## config.mk

```make
export PLATFORM = sky130hd
export DESIGN_NAME = symbol_draw_sched
export DESIGN_NICKNAME = d
export VERILOG_FILES = /design/src/rtl/symbol_draw_sched.sv
export SDC_FILE = /design/constraint.sdc
export NUM_CORES = 1
export LEC_CHECK = 0
export ABC_AREA = 1
export BUFFER_PORTS_ARGS = -buffer_cell sky130_fd_sc_hd__buf_2
export CAP_MARGIN = 5
export CORE_AREA = 4 4 72 74
export CTS_CLUSTER_SIZE = 10
export DETAILED_ROUTE_END_ITERATION = 12
export DIE_AREA = 0 0 76 78
export MAX_ROUTING_LAYER = met4
export PLACE_DENSITY = 0.71
export SYNTH_ARGS = -nofsm -noshare
export SYNTH_HDL_FRONTEND = slang
export SYNTH_SLANG_ARGS = --single-unit
```

## constraint.sdc

```tcl
create_clock -name clk -period 3.8 [get_ports clk]
set_clock_uncertainty 0.15 [all_clocks]
set_input_delay 0.38 -clock clk [delete_from_list [all_inputs] [get_ports clk]]
set_output_delay 0.38 -clock clk [all_outputs]
set_load 0.02 [all_outputs]
```

## src/rtl/symbol_draw_sched.sv

```systemverilog
// symbol_draw_sched: round-robin scheduler that shares one symbol engine and the VGA write port
// between NREQ requesters. Optional DRAW watchdog is built when SCHED_WATCHDOG_EN is defined.
module symbol_draw_sched #(
    parameter int NREQ     = 4,
    parameter int WD_LIMIT = 55
) (
    input  logic              clk,
    input  logic              reset_n,
    input  logic [NREQ-1:0]   req,
    input  logic [8*NREQ-1:0] req_x,
    input  logic [7*NREQ-1:0] req_y,
    output logic [NREQ-1:0]   grant,
    output logic [NREQ-1:0]   done,
    output logic              draw_in,
    output logic [7:0]        draw_x,
    output logic [6:0]        draw_y,
    input  logic              draw_next,
    output logic              plot,
    output logic              busy,
    output logic              err
);
    localparam int IDXW = (NREQ > 1) ? $clog2(NREQ) : 1;

    if (NREQ < 2 || NREQ > 8 || WD_LIMIT < 1 || WD_LIMIT > 63) begin : g_cfg_check
        $error("symbol_draw_sched: NREQ must be 2..8 and WD_LIMIT 1..63");
    end

    typedef enum logic [1:0] {
        IDLE = 2'd0,
        LOAD = 2'd1,
        DRAW = 2'd2,
        DONE = 2'd3
    } state_t;

    state_t          state;
    state_t          state_nxt;
    logic [IDXW-1:0] ptr;
    logic [IDXW-1:0] gidx;
    logic [IDXW-1:0] win_idx;
    logic            win_vld;
    logic [NREQ-1:0] win_oh;
    logic [7:0]      win_x;
    logic [6:0]      win_y;
    logic            wd_fire;

    function automatic logic [IDXW-1:0] wrap_idx(input logic [IDXW-1:0] base, input int step);
        int s;
        s = int'(base) + step;
        if (s >= NREQ) s = s - NREQ;
        return IDXW'(s);
    endfunction

    // Search upward from the last served requester so every waiting requester is reached
    // within NREQ-1 other grants.
    always_comb begin
        logic [IDXW-1:0] cand;
        win_vld = 1'b0;
        win_idx = '0;
        cand    = '0;
        for (int k = 1; k <= NREQ; k++) begin
            cand = wrap_idx(ptr, k);
            if (!win_vld && req[cand]) begin
                win_vld = 1'b1;
                win_idx = cand;
            end
        end
    end

    always_comb begin
        win_oh = '0;
        win_x  = '0;
        win_y  = '0;
        for (int i = 0; i < NREQ; i++) begin
            if (win_idx == IDXW'(i)) begin
                win_oh[i] = win_vld;
                win_x     = req_x[8*i +: 8];
                win_y     = req_y[7*i +: 7];
            end
        end
    end

    always_ff @(posedge clk or negedge reset_n) begin
        if (!reset_n) begin
            state <= IDLE;
        end else begin
            state <= state_nxt;
        end
    end

    always_comb begin
        state_nxt = state;
        draw_in   = 1'b0;
        busy      = 1'b1;
        done      = '0;
        case (state)
            IDLE: begin
                busy = 1'b0;
                if (win_vld) state_nxt = LOAD;
            end
            // Engine counter stays cleared for one cycle so its coordinates settle.
            LOAD: state_nxt = DRAW;
            DRAW: begin
                draw_in = 1'b1;
                if (draw_next || wd_fire) state_nxt = DONE;
            end
            DONE: begin
                done      = grant;
                state_nxt = IDLE;
            end
            default: state_nxt = IDLE;
        endcase
    end

    // plot lags draw_in by one cycle to line up with the engine's registered pixel output.
    always_ff @(posedge clk or negedge reset_n) begin
        if (!reset_n) begin
            grant  <= '0;
            gidx   <= '0;
            ptr    <= IDXW'(NREQ - 1);
            draw_x <= '0;
            draw_y <= '0;
            plot   <= 1'b0;
        end else begin
            plot <= draw_in;
            if (state == IDLE && win_vld) begin
                grant  <= win_oh;
                gidx   <= win_idx;
                draw_x <= win_x;
                draw_y <= win_y;
            end
            if (state == DONE) begin
                grant <= '0;
                ptr   <= gidx;
            end
        end
    end

`ifdef SCHED_WATCHDOG_EN
    logic [5:0] wd_cnt;
    logic       err_q;

    always_ff @(posedge clk or negedge reset_n) begin
        if (!reset_n) begin
            wd_cnt <= '0;
            err_q  <= 1'b0;
        end else begin
            if (state == LOAD) begin
                wd_cnt <= '0;
            end else if (state == DRAW && wd_cnt != 6'h3f) begin
                wd_cnt <= wd_cnt + 6'd1;
            end
            if (wd_fire && !draw_next) err_q <= 1'b1;
        end
    end

    // Fires on the WD_LIMIT-th DRAW cycle, so DONE follows exactly WD_LIMIT DRAW cycles.
    assign wd_fire = (state == DRAW) && (wd_cnt == 6'(WD_LIMIT - 1));
    assign err     = err_q;
`else
    assign wd_fire = 1'b0;
    assign err     = 1'b0;
`endif

endmodule
```

==> results of run 1 <==
[power by group through the flow]
stage	Combinational (mW)	Clock, mW	Sequential (mW)
3_5_place_dp	1.73	0	0.503
6_report	1.72	0.184	0.500
4_1_cts	1.74	0.187	0.501
2_1_floorplan	1.35	0	0.594
5_1_grt	1.94	0.201	0.517
3_3_place_gp	1.69	0	0.503
[critical path: stages (launching register included)]
cell and delay [ns]:
dfstp_2 0.64, inv_4 0.09, nand2_1 0.06, nand2_1 0.06, nand2_1 0.08, nand2_1 0.10, nor2_4 0.18, nand3_2 0.10
nand3_2 0.09, nand2_4 0.19, inv_4 0.26, nand2_4 0.14, o21ai_0 0.18, inv_1 0.06, nand2_1 0.06, nand2_1 0.05
[what timing repair did]
item,4_1_cts,5_1_grt
hold buffers,1,0
buffers inserted,0,0
resized for setup,0,0
endpoints found under the hold margin,24,0
[registers in the layout, summed over array words and instances, names as in the netlist]
signal	count
draw_x	8
draw_y	7
gidx	2
grant	4
plot	1
ptr	2
state	2
[layout make-up]
class                      instances  area (µm²)
timing repair buffer              94       478.0
tap                               54       67.56
clock buffer                       4       55.05
multi-input combinational        206        1016
sequential                        26       653.1
fill                             482        2188
inverter                          36       140.1
[logic make-up after synthesis]
family	synth area share, %
AOI/OAI and AO/OA	10.89
adders and majority gates	2.608
buffers and inverters	13.04
DFF	34.03
other	0.1954
and+or+nand+nor	39.24
[layer usage]
metal  global-route usage, %  share of wire, %
met5                       -                 0
met4                   5.160               1.2
met3                   3.132               6.2
met2                   27.48                50
met1                   20.78                43
[cells in the final DEF (no fill, tap or decap), drive strengths merged]
master	count
buf	93
clkbuf	4
conb	1
dfrtp	24
dfstp	2
dlygate4sd3	1
ha	4
inv	36
nand2	95
nand3	56
nand3b	1
nand4	3
nor2	6
o21ai	36
o22ai	1
o31ai	3
[worst max-delay path by stage]
stage                     depth (start not counted)               endpoint  slack (ns)
after CTS                                        15  draw_y[1]$_DFFE_PN0P_        1.18
after global placement                           15  draw_y[1]$_DFFE_PN0P_        1.27
after floorplan                                  15  draw_x[0]$_DFFE_PN0P_        1.71
after detailed placement                         15  draw_y[1]$_DFFE_PN0P_        1.19
after global routing                             15  draw_y[2]$_DFFE_PN0P_        0.90
final                                            15  draw_y[1]$_DFFE_PN0P_        1.18
==> run metrics, run 1 <==
Comb pwr share=71.5%; Iteration-0 DRC Markers=112; leading area contributor after synthesis=dfrtp_1; count of final setup violators=0; post-route ant nets=0; PnR worst setup slack=1.184 ns; GP Congestion=0.9264; gr ovfl total=0; Clock Pin Slew Worst Setup and Hold Paths=0.09 ns; total negative slack=0 ns; dpl ws=1.188 ns; # H-tree levels=1; Cell Rows=25; placed inst area=0.002345 mm²; clock latency on the worst-skew pair=0.27 ns; hold_sp=req_y[27]; min cycle time layout=2.616 ns; Synth warnings=0; f_max=382.3 MHz; Syn Nets=356; Crit path arrival time=2.64 ns; vias in the first global route=1868; hold path depth=5; syn avg cell area=6.735 µm²; Power Internal=1.051 mW; Area growth syn-to-layout=25.55%; RSZ-0062 raised after global routing=no; post-placement cell count=415; die width=76 µm; clk sinks=26; Netlist cell types=26; Port Buffer Count=92; CP Capture Type=flip-flop; crit path launch=ptr[0]$_DFFE_PN1N_; Pre-Repair DR Iteration Count=4; TritonCTS buffer count=3; die height=78 µm; Synth Instances=285; Power, Total=2.400 mW; vias=2119; vias per cell=5.045; Max-Cap Viols=0; Final Cell Area=0.002410 mm²; outcome=complete, no violations; count leader, synth=nand2_1; starting density of the core=41.74%; initial antenna violation count=0; Worst R2R Start=ptr[0]$_DFFE_PN1N_; Cell Area, Synth=0.001919 mm²; startpoint types=flip-flop; Crit Path Max Fanout=32; per-cell routed wire length=12.39 µm; Reg2Reg Capture Point=draw_y[1]$_DFFE_PN0P_; CP required=3.82 ns; Tightest Hold Check Type=in2reg; detailed-route DRC error count=0; Worst Tran Pin Value=0.5843 ns; NetSw=1.349 mW; Post-synth EDFFs=0; Switching Fraction=56.22%; largest net degree at the start of global routing=33; largest cells by area after synthesis=dfrtp_1, nand2_1, nand3_1, o21ai_0, inv_1; CTS tree=done; first-pass GRT wire length=8114 µm; HPWL after detailed placement=4075 µm; die area=0.005928 mm²; Final nets=438; I/O Pins=94; utilization after layout=52.41%; Seq cells post-synth=26; max-slew violations=0; Peak VDD IR=368.1 µV; sequential power share=20.8%; post-synthesis sequential area ratio=34.03%; LEAKAGE=1.452 nW; Total GRT Usage=16.72%; antenna cells=0; Reg2Reg Depth=15; Root Driver=clkbuf_8; Post-synth ARST share=100.0%; Top FF cell, synth=dfrtp_1; final wirelength=5205 µm; flop-to-flop setup slack=1.18 ns; PD cells=995.8 mW/mm²; headroom to the max-slew limit=61.05%; share of layout cells above drive strength 1=31.97%; core area=0.004598 mm²; critical path class=reg2reg; clk buf depth=2; Hold WS=0.2475 ns; crit share post-route=68.84%; post-route non-filler standard cell count=420; Synth top area share=31.29%; clock share of power=7.7%; Hold Fails Final Rpt=0; hold path endpoint=draw_y[6]$_DFFE_PN0P_; commonest cells in the netlist=nand2_1, nand3_1, inv_1
Power figures use the tool's default switching activity.
==> run 2, diff against run 1 <==
- clock period: 3.8 -> 2.7 ns (I/O delays scaled with it)
==> run 2 against run 1 <==
Net effect:
- clock-buffer cell count is the same
- register-to-register slack worse by 0.87 ns
- global-route usage grew 0.85 points
- highest routed layer unchanged
- sequential cell count unchanged
- core utilization up 0.71 points
- worst hold slack lost 0.11 ns
- critical path depth decreased by 1
- critical path type unchanged
- power is 44% higher
- wire length rose by 0.33%
- design area rose by 1.3%
- sequential share of layout area shrank 0.36 points
==> run metrics, run 2 (synthesized netlist as in run 1, its figures left out) <==
outcome=complete, no violations; Root Driver=clkbuf_8; critical path depth=14; Pre-Repair DR Iteration Count=4; Final nets=442; min cycle time layout=2.390 ns; Clock Pin Slew Worst Setup and Hold Paths=0.09 ns; initial antenna violation count=0; Hold Fails Final Rpt=0; Top reg by flops=draw_x; HPWL after detailed placement=4122 µm; Cell Rows=25; Hold WS=0.1396 ns; CTS tree=done; final wirelength=5222 µm; Cell Chain, Critical Path=inv_4, nand2_1, nand2_1, nand2_1, nand2_1, nor2_4, nand4_1, nand2_4, buf_4, nand3_1, nand3_1, nand2_1, nand2_1, nand2_1; starting density of the core=41.74%; I/O Pins=94; GP Congestion=0.8666; die area=0.005928 mm²; per-cell routed wire length=12.32 µm; flop-to-flop setup slack=0.31 ns; Max-Cap Viols=0; Iteration-0 DRC Markers=116; vias=2117; Regs by FF count=draw_x x8, draw_y x7, grant x4; largest net degree at the start of global routing=27; die height=78 µm; post-route non-filler standard cell count=424; count of final setup violators=0; CP Capture Type=flip-flop; Peak VDD IR=622.2 µV; CP peak stage delay=0.64 ns; Crit path arrival time=2.41 ns; Crit Path Max Fanout=25; critical path class=reg2reg; Port Buffer Count=92; RSZ-0062 raised after global routing=no; vias per cell=4.993; max reg flops=8; PD cells=1419 mW/mm²; crit path buf inv count=2; delay-heaviest family, CP=simple AND/OR/NAND/NOR gates; detailed-route DRC error count=0; met3 Resource Use GR=2.784%; commonest cells after routing, fill and taps aside=buf_2, nand2_1, nand3_1; vias in the first global route=1914; first-pass GRT wire length=8500 µm; core area=0.004598 mm²; die width=76 µm; Power, Total=3.465 mW; startpoint types=flip-flop; commonest non-fill, non-tap cell in the layout=buf_2; Worst Tran Pin Value=0.5879 ns; headroom to the max-slew limit=60.80%; met1 Track Usage GR=21.55%; share of layout cells above drive strength 1=32.70%; clk sinks=26; f_max=418.4 MHz; TritonCTS buffer count=3; crit share post-route=88.52%; post-route ant nets=0; dpl ws=0.3159 ns; post-CTS setup buffers=0; Area growth syn-to-layout=27.25%; gr busiest metal=met2; post-placement cell count=419; most frequent CP cell=nand2_1; clk buf depth=2; CP required=2.72 ns; Tightest Hold Check Type=in2reg; GR Util met2=29.79%; gr ovfl total=0; Total GRT Usage=17.57%; Reg2Reg Depth=14; clock latency on the worst-skew pair=0.27 ns; Critical-path top delay cell=dfstp_2; LEAKAGE=1.471 nW; max-slew violations=0; total negative slack=0 ns; PnR worst setup slack=0.3100 ns; antenna cells=0; # H-tree levels=1; hold path depth=5
[run 2: cell types whose count changed in the layout (fill, tap and decap cells not counted), sizes merged]
| cell | change |
|---|---|
| buf | +4 |
[run 2: metrics by stage]
stage                     cell area [µm²]  utilization [%]
after floorplan                      1919                -
after global placement               2375            51.65
after detailed placement             2375            51.65
after CTS                            2440            53.06
after global routing                 2442            53.12
final                                2442            53.12
[run 2: area by class of cell]
class | count | area, µm²
fillers | 469 | 2156
multi-input cells | 206 | 1016
flip-flops and latches | 26 | 653.1
repair buffers | 98 | 508.0
inverters | 36 | 142.6
well taps | 54 | 67.56
clock buffers | 4 | 55.05
[run 2: final timing paths]
kind                                       start                     to
max reg2reg                   ptr[0]$_DFFE_PN1N_  draw_x[5]$_DFFE_PN0P_
max in group asynchronous                reset_n         plot$_DFF_PN0_
min reg2reg                draw_x[2]$_DFFE_PN0P_  draw_x[2]$_DFFE_PN0P_
min                                    req_y[26]  draw_y[5]$_DFFE_PN0P_
min in group asynchronous                reset_n  draw_x[0]$_DFFE_PN0P_
max                           ptr[0]$_DFFE_PN1N_  draw_x[5]$_DFFE_PN0P_
[run 2: power breakdown]
group          switching, mW  internal, mW  total, mW  leakage (nW)
Combinational           1.67         0.840       2.51          1.12
Clock                  0.125         0.131      0.255        0.0288
Sequential             0.112         0.585      0.697         0.324
[run 2: what timing repair did]
item                                    in CTS  in global routing
endpoints found under the hold margin       24                  0
gates resized for setup                      0                  1
hold buffers                                 1                  0
endpoints found under the setup margin       0                  2
[run 2: per-layer routing]
| metal | part of all wire (%) | up-vias |
|---|---|---|
| met5 | 0 | - |
| met4 | 1.3 | 0 |
| met3 | 6.3 | 7 |
| met2 | 51 | 66 |
| met1 | 41 | 955 |
| li1 | - | 1089 |
[run 2: worst register-to-register path: stages (launching register included)]
cell and delay [ns]:
dfstp_2 0.64, inv_4 0.09, nand2_1 0.06, nand2_1 0.06, nand2_1 0.07, nand2_1 0.10, nor2_4 0.18, nand4_1 0.15
nand2_4 0.17, buf_4 0.28, nand3_1 0.12, nand3_1 0.09, nand2_1 0.05, nand2_1 0.05, nand2_1 0.04
==> run 3, diff against run 2 <==
- CORE_AREA: 4 4 72 74 -> 4 4 71 73
- DIE_AREA: 0 0 76 78 -> 0 0 75 77
- PLACE_DENSITY: 0.71 -> 0.73
==> run 3 against run 2 <==
Net effect:
- first-iteration DRC count is 50% higher
- non-clock buffer count is 1 higher
- cell count stayed put
- critical endpoint is now draw_x[4]$_DFFE_PN0P_
- clock-buffer cell count is 1 lower
- via count is 2.7% higher
- sequential share of layout area is 0.48 points lower
- critical path type unchanged
==> run metrics, run 3 (synthesized netlist as in run 1, its figures left out) <==
sequential power share=19.1%; Tightest Hold Check Type=in2reg; count of final setup violators=0; Hold WS=0.1329 ns; GP Congestion=0.9017; Reg2Reg Depth=15; vias in the first global route=1880; die area=0.005775 mm²; Max-Cap Viols=0; Final Cell Area=0.002487 mm²; min cycle time layout=2.422 ns; LEAKAGE=1.495 nW; startpoint types=flip-flop; Power Internal=1.657 mW; PnR worst setup slack=0.2776 ns; commonest cells after routing, fill and taps aside=buf_2, nand2_1, nand3_1; hold path endpoint=draw_y[3]$_DFFE_PN0P_; CP Capture Type=flip-flop; Iteration-0 DRC Markers=174; total negative slack=0 ns; max-slew violations=0; gr ovfl total=0; I/O Pins=94; f_max=412.8 MHz; Reg2Reg Capture Point=draw_x[4]$_DFFE_PN0P_; commonest non-fill, non-tap cell in the layout=buf_2; CTS tree=done; post-route non-filler standard cell count=424; Clock Pin Slew Worst Setup and Hold Paths=0.09 ns; Cell Rows=24; post-placement cell count=415; Peak VDD IR=593.7 µV; dpl ws=0.2370 ns; TritonCTS buffer count=3; Area growth syn-to-layout=29.60%; headroom to the max-slew limit=59.54%; final wirelength=5514 µm; largest net degree at the start of global routing=33; Power, Total=3.608 mW; Pre-Repair DR Iteration Count=4; Fillers=423; Worst R2R Start=ptr[0]$_DFFE_PN1N_; CP required=2.72 ns; crit share post-route=89.72%; outcome=complete, no violations; hold_sp=req_y[24]; clock latency on the worst-skew pair=0.28 ns; Port Buffer Count=92; NetSw=1.951 mW; Switching Fraction=54.08%; die width=75 µm; vias per cell=5.127; hold path depth=5; detailed-route DRC error count=0; placed inst area=0.002357 mm²; critical path class=reg2reg; utilization after layout=57.13%; Top reg by flops=draw_x; die height=77 µm; Crit Path Max Fanout=20; clock share of power=9.0%; clk sinks=26; first-pass GRT wire length=8376 µm; Hold Fails Final Rpt=0; max reg flops=8; antenna cells=0; per-cell routed wire length=13.00 µm; PD cells=1451 mW/mm²; Worst Tran Pin Value=0.6069 ns; post-route ant nets=0; share of layout cells above drive strength 1=33.06%; HPWL after detailed placement=4084 µm; initial antenna violation count=0; core area=0.004354 mm²; Final nets=444; Crit path arrival time=2.45 ns; Root Driver=clkbuf_8; vias=2174; flop-to-flop setup slack=0.28 ns; starting density of the core=44.08%; Regs by FF count=draw_x x8, draw_y x7, grant x4; # H-tree levels=1; Comb pwr share=71.9%; Total GRT Usage=18.69%; clk buf depth=2
## run 3: changes by cell type in the layout (fill, tap and decap cells not counted), sizes merged
cell / previous run / this run
clkbuf: 4 / 3
nand3b: 1 / 2
buf: 97 / 98
bufinv: 0 / 1
## run 3: worst max-delay path by stage
| stage | start | to | slack [ns] | cells after the start |
|---|---|---|---|---|
| 3_3_place_gp | ptr[0]$_DFFE_PN1N_ | draw_x[6]$_DFFE_PN0P_ | 0.30 | 13 |
| 3_5_place_dp | ptr[0]$_DFFE_PN1N_ | draw_y[2]$_DFFE_PN0P_ | 0.24 | 13 |
| 2_1_floorplan | ptr[0]$_DFFE_PN1N_ | draw_x[0]$_DFFE_PN0P_ | 0.61 | 15 |
| 5_1_grt | ptr[0]$_DFFE_PN1N_ | draw_x[6]$_DFFE_PN0P_ | -0.0004 | 15 |
| 4_1_cts | ptr[0]$_DFFE_PN1N_ | draw_x[6]$_DFFE_PN0P_ | 0.22 | 13 |
| 6_report | ptr[0]$_DFFE_PN1N_ | draw_x[4]$_DFFE_PN0P_ | 0.28 | 15 |
## run 3: layer usage
metal	GRT usage, %	wire (µm)	vias to the layer above
met5	-	0	-
met3	3.660	328	7
met4	3.737	54	0
met2	32.23	2875	75
li1	-	-	1088
met1	22.22	2255	1004
## run 3: critical path: stages, from the launching register on
cell	delay, ns
dfstp_2	0.61
buf_12	0.12
nand2_1	0.06
nand2_2	0.11
nand2_2	0.08
nand2_2	0.10
nor2_4	0.05
nand3_1	0.21
nand3_1	0.13
nor2_1	0.11
buf_4	0.24
nand3_1	0.10
nand3_1	0.09
nand2_1	0.05
nand2_1	0.05
nand2_1	0.04
## run 3: timing repair
action,4_1_cts,5_1_grt
hold buffers,1,0
hold endpoints to repair,24,0
resized for setup,0,1
buffers inserted,0,3
endpoints found under the setup margin,0,6
## run 3: layout make-up
class	instances	area, µm²	share of cell area [%]
Sequential cell	26	653.1	26.26
Timing Repair Buffer	99	528.0	21.23
Tap cell	52	65.06	2.616
Clock inverter	1	30.03	1.207
Clock buffer	3	41.29	1.660
Inverter	36	142.6	5.734
Multi-Input combinational cell	207	1027	41.30
## run 3: power groups by stage
stage	Sequential, mW	Clock (mW)	Combinational [mW]
2_1_floorplan	0.836	0	1.90
3_3_place_gp	0.701	0	2.41
3_5_place_dp	0.699	0	2.47
4_1_cts	0.695	0.329	2.47
5_1_grt	0.713	0.347	2.94
6_report	0.691	0.323	2.59
